===== src/rtl/upct_update_ctrl.sv =====
// UPCT update-port front end: round-robin arbitration of upper-PC install requests, a small
// request FIFO, duplicate-allocation bubble and response return to the originating requester.

package core_types_pkg;
    parameter int unsigned UPPER_PC_WIDTH   = 22;
    parameter int unsigned LOG_UPCT_ENTRIES = 3;
endpackage

module upct_update_ctrl
    import core_types_pkg::*;
#(
    parameter int unsigned NUM_REQ    = 2,
    parameter int unsigned FIFO_DEPTH = 4,
    localparam int unsigned ID_W      = (NUM_REQ > 1) ? $clog2(NUM_REQ) : 1
) (
    input  logic                              CLK,
    input  logic                              nRST,

    input  logic [NUM_REQ-1:0]                req_valid,
    input  logic [NUM_REQ-1:0][31:0]          req_start_full_PC,
    output logic [NUM_REQ-1:0]                req_ready,

    input  logic                              flush,

    output logic                              update0_valid,
    output logic [31:0]                       update0_start_full_PC,
    input  logic [LOG_UPCT_ENTRIES-1:0]       update1_upct_index,

    output logic                              resp_valid,
    output logic [ID_W-1:0]                   resp_req_id,
    output logic [UPPER_PC_WIDTH-1:0]         resp_upper_PC,
    output logic [LOG_UPCT_ENTRIES-1:0]       resp_upct_index
);

    localparam int unsigned PTR_W = $clog2(FIFO_DEPTH);
    localparam int unsigned CNT_W = PTR_W + 1;
    localparam int unsigned LOW_W = 32 - UPPER_PC_WIDTH;

    logic [ID_W-1:0]           rr_ptr_q, rr_ptr_d;
    logic [PTR_W-1:0]          head_q, head_d;
    logic [PTR_W-1:0]          tail_q, tail_d;
    logic [CNT_W-1:0]          count_q, count_d;
    logic [ID_W-1:0]           fifo_id_q  [FIFO_DEPTH];
    logic [UPPER_PC_WIDTH-1:0] fifo_upc_q [FIFO_DEPTH];

    logic                      s1_valid_q, s1_valid_d;
    logic [ID_W-1:0]           s1_id_q, s1_id_d;
    logic [UPPER_PC_WIDTH-1:0] s1_upc_q, s1_upc_d;

    logic                      grant_valid;
    logic [ID_W-1:0]           grant_id;
    logic [ID_W-1:0]           scan_idx;
    logic [UPPER_PC_WIDTH-1:0] grant_upc;
    logic [UPPER_PC_WIDTH-1:0] head_upc;
    logic [ID_W-1:0]           head_id;
    logic                      hazard;
    logic                      issue;

    // Only the upper field is stored; the low PC bits are intentionally dropped.
    logic unused_pc_bits;
    assign unused_pc_bits = ^req_start_full_PC;

    always_comb begin
        req_ready   = '0;
        grant_valid = 1'b0;
        grant_id    = '0;
        scan_idx    = '0;
        if ((count_q < CNT_W'(FIFO_DEPTH)) && !flush) begin
            for (int unsigned k = 0; k < NUM_REQ; k++) begin
                scan_idx = rr_ptr_q + ID_W'(k);
                if (!grant_valid && req_valid[scan_idx]) begin
                    grant_valid = 1'b1;
                    grant_id    = scan_idx;
                end
            end
        end
        if (grant_valid) begin
            req_ready[grant_id] = 1'b1;
        end
    end

    assign grant_upc = req_start_full_PC[grant_id][31 -: UPPER_PC_WIDTH];
    assign head_upc  = fifo_upc_q[head_q];
    assign head_id   = fifo_id_q[head_q];

    // Back-to-back issue of the same upper PC would allocate two UPCT entries; one bubble lets
    // the earlier write land so the CAM hits instead.
    assign hazard = s1_valid_q && (head_upc == s1_upc_q);
    assign issue  = (count_q != '0) && !flush && !hazard;

    always_comb begin
        rr_ptr_d   = rr_ptr_q;
        head_d     = head_q;
        tail_d     = tail_q;
        count_d    = count_q;
        s1_valid_d = issue;
        s1_id_d    = s1_id_q;
        s1_upc_d   = s1_upc_q;

        if (grant_valid) begin
            rr_ptr_d = grant_id + ID_W'(1);
            tail_d   = tail_q + PTR_W'(1);
        end
        if (issue) begin
            head_d   = head_q + PTR_W'(1);
            s1_id_d  = head_id;
            s1_upc_d = head_upc;
        end
        case ({grant_valid, issue})
            2'b10:   count_d = count_q + CNT_W'(1);
            2'b01:   count_d = count_q - CNT_W'(1);
            default: count_d = count_q;
        endcase

        if (flush) begin
            head_d     = '0;
            tail_d     = '0;
            count_d    = '0;
            s1_valid_d = 1'b0;
        end
    end

    always_ff @(posedge CLK or negedge nRST) begin
        if (!nRST) begin
            rr_ptr_q   <= '0;
            head_q     <= '0;
            tail_q     <= '0;
            count_q    <= '0;
            s1_valid_q <= 1'b0;
            s1_id_q    <= '0;
            s1_upc_q   <= '0;
        end else begin
            rr_ptr_q   <= rr_ptr_d;
            head_q     <= head_d;
            tail_q     <= tail_d;
            count_q    <= count_d;
            s1_valid_q <= s1_valid_d;
            s1_id_q    <= s1_id_d;
            s1_upc_q   <= s1_upc_d;
        end
    end

    // Payload storage needs no reset; occupancy is tracked by count/head/tail.
    always_ff @(posedge CLK) begin
        if (grant_valid) begin
            fifo_id_q[tail_q]  <= grant_id;
            fifo_upc_q[tail_q] <= grant_upc;
        end
    end

    assign update0_valid         = issue;
    assign update0_start_full_PC = issue ? {head_upc, LOW_W'(0)} : 32'h0;

    assign resp_valid      = s1_valid_q && !flush;
    assign resp_req_id     = s1_id_q;
    assign resp_upper_PC   = s1_upc_q;
    assign resp_upct_index = update1_upct_index;

endmodule


===== config.mk =====
export PLATFORM = sky130hd
export DESIGN_NAME = upct_update_ctrl
export DESIGN_NICKNAME = d
export VERILOG_FILES = /design/src/rtl/upct_update_ctrl.sv
export SDC_FILE = /design/constraint.sdc
export NUM_CORES = 1
export LEC_CHECK = 0
export CORE_UTILIZATION = 45
export DETAILED_ROUTE_END_ITERATION = 12
export PLACE_DENSITY_LB_ADDON = 0.15
export SETUP_SLACK_MARGIN = 0.02
export SLEW_MARGIN = 20
export SYNTH_ARGS = -nofsm -noshare
export SYNTH_HDL_FRONTEND = slang
export SYNTH_SLANG_ARGS = --single-unit

===== constraint.sdc =====
create_clock -name CLK -period 8.65 [get_ports CLK]
set_input_delay 1.73 -clock CLK [delete_from_list [all_inputs] [get_ports CLK]]
set_output_delay 1.73 -clock CLK [all_outputs]
set_load 0.01 [all_outputs]

==> out/qor.txt <==
outcome: completed
Die Span X: 120 µm
Root Buffer: clkbuf_16
drt wl/cell: 19.7 µm
Via Count: 4,038
hpwl dp: 9700 µm
type of the most critical hold path: reg2reg
CTS tree: yes
# DRC: 0
Cells after Synth: 439
worst endpoint required time: 6.92 ns
CP max stage cell: a2111oi_1
Fin Setup TNS: 0 ns
Seq cells post-synth: 124
share of cells above drive strength 1: 0.201
Num CTS Buffers: 17
Highest Clock Rate: 162 MHz
tightest hold margin: 0.468 ns
largest stage delay on the critical path: 0.70 ns
core area: 13,400 µm²
Setup Viol. Count Final: 0
DR pass1 iterations: 5
Setup Fix Bufs, Post-CTS: 0
Diodes inserted: 0
peak supply drop: 0.153 mV
Synthesis Warnings: 0
Starting Density: 0.468
Worst Path Buf+Inv: 3
crit path cell chain: buf_4, mux2i_1, o22ai_1, a2111oi_1, nand4_1, nor4_4, nor3_4, buf_4, and2_1, clkdlybuf4s50_1
# H-tree levels: 4
nets@finish: 616
RSZ-0062 raised after global routing: no
worst setup margin: 2.48 ns
Area Overhead vs Synth: 26.7%
RePlAce Congestion: 0.875
PD cells: 350 nW/µm²
maximum clock path buffer count: 2
Final period util: 0.713
wire length of the first global-routing pass: 22,700 µm
Top delay family on crit path: buffers and inverters
initial DRC count: 317
EDFF count, synth: 92
worst-path maximum fanout: 43
Routed Antenna Nets: 0
count of pins over their slew limit: 0
clk_skew: 0.00899 ns
Reg clk slew, reported paths: 0.05 ns
number of vias per cell: 5.55
dpl ws: 2.70 ns
CP dominant cell by count: buf_4
insertion delay to the later sink of the worst-skew pair: 0.41 ns
GRT Overall Usage: 0.213
antenna violations before repair: 0
most common cell after layout, fill and taps aside: clkdlybuf4s50_1
CTS Hold Bufs: 0
Top FF cell, synth: edfxtp_1
die area: 14,400 µm²
Rows: 42
sequential-to-total area share from yosys stat: 0.568
Tmin final: 6.17 ns
Remaining Overflow, GRT: 0
CP endpoint kind: primary output
kind of critical path: reg2out
most frequent cells in the layout: clkdlybuf4s50_1, edfxtp_1, mux2_2
Synth Cell Area: 6280 µm²
pin count of the biggest net entering global routing: 54
Util after Layout: 0.593
Die Ht: 120 µm
Pleak: 0.00284 µW
Rel. slew slack: 0.479
vias in the first global route: 4,060
num ports: 134
Buffers on Ports: 97
Async S/R FF share, synth: 0.258
worst-margin pin slew: 0.778 ns
Final Routed Wirelength: 14,300 µm
hold violation total from the final report: 0
total of max-cap violations: 0
Avg Inst Size Synth: 14.3 µm²
setup slack, reg-to-reg: 4.01 ns
Yosys cell types: 64
critical path arrival: 4.44 ns
CTS-repair resized insts: 0
CTS Sinks: 124
critical path startpoint category: register
[worst paths after layout]
path | start | to | cells past startpoint
worst max-delay path | head_q[1] | update0_start_full_PC[20] | 10
worst min-delay path | rr_ptr_q | rr_ptr_q | 1
worst max register to register | head_q[1] | count_q[1] | 12
worst min register to register | rr_ptr_q | rr_ptr_q | 1
max in group asynchronous | nRST | head_q[0] | 2
min in group asynchronous | nRST | resp_upper_PC[3] | 2
[layer usage]
layer	GRT usage	share of wire	vias to the layer above
met3	0.0475	0.048	16
met1	0.280	0.44	2049
met5	0	0	-
met4	0.0641	0.013	0
met2	0.352	0.50	126
li1	-	-	1847
[area by class of cell]
class	count	area, µm²
Clock buffer	25	485
Clock inverter	7	115
Fill cell	1086	5450
Inverter	11	41.3
Multi-Input combinational cell	278	2470
Sequential cell	124	3570
Tap cell	176	220
Timing Repair Buffer	107	1050
[sequential cells by signal (all words and copies together) (netlist names)]
register and cells:
count_q 3, fifo_id_q 4, fifo_upc_q 88, head_q 2, resp_req_id 1, resp_upper_PC 22
rr_ptr_q 1, s1_valid_q 1, tail_q 2
[worst register-to-register path, delay by kind of cell (launching register included)]
family          cells  cell delay (ns)
mux                 1             0.57
flops               1             0.33
compound gates      2             0.86
simple gates        7             1.76
fa+ha+maj           1             0.53
buf+inv             1             0.52
[kinds of logic (layout without fill, tap and decap cells)]
group / count (synthesis) / count (layout) / share of synthesized area
and+or+nand+nor: 109 / 109 / 0.105
xor gates and xnor gates: 19 / 19 / 0.0265
adders and majority gates: 5 / 5 / 0.0112
muxes: 88 / 88 / 0.187
AOI/OAI and AO/OA: 47 / 47 / 0.0582
DFF: 124 / 124 / 0.568
other: 1 / 10 / 0.000598
buffers and inverters: 46 / 150 / 0.0441
[synthesized netlist by cell type (8+ instances only)]
cell / count / share of area
nand2b_1: 8 / 0.0080
buf_4: 14 / 0.017
mux2i_1: 27 / 0.043
nor3_1: 15 / 0.012
nor2_1: 11 / 0.0066
edfxtp_1: 92 / 0.44
mux4_2: 12 / 0.043
clkbuf_1: 8 / 0.0048
mux2_2: 31 / 0.056
xnor2_1: 18 / 0.025
mux2_4: 15 / 0.036
inv_1: 10 / 0.0060
dfrtp_1: 32 / 0.13
nand2_1: 14 / 0.0084
and2_1: 22 / 0.022
[stage by stage]
step	cells	power (µW)	area, µm²
2_1_floorplan	448	1660	6310
3_3_place_gp	696	2050	7350
3_5_place_dp	696	2080	7350
4_1_cts	728	2810	7950
5_1_grt	728	2930	7950
6_report	728	2790	7950
[power breakdown]
part           leakage [µW]  switching [µW]  internal [µW]
Combinational       0.00133             587            581
Clock              0.000287             245            475
Sequential          0.00122             111            788
Total               0.00284             943           1840
Note: power is estimated with default switching activity, not from simulation.
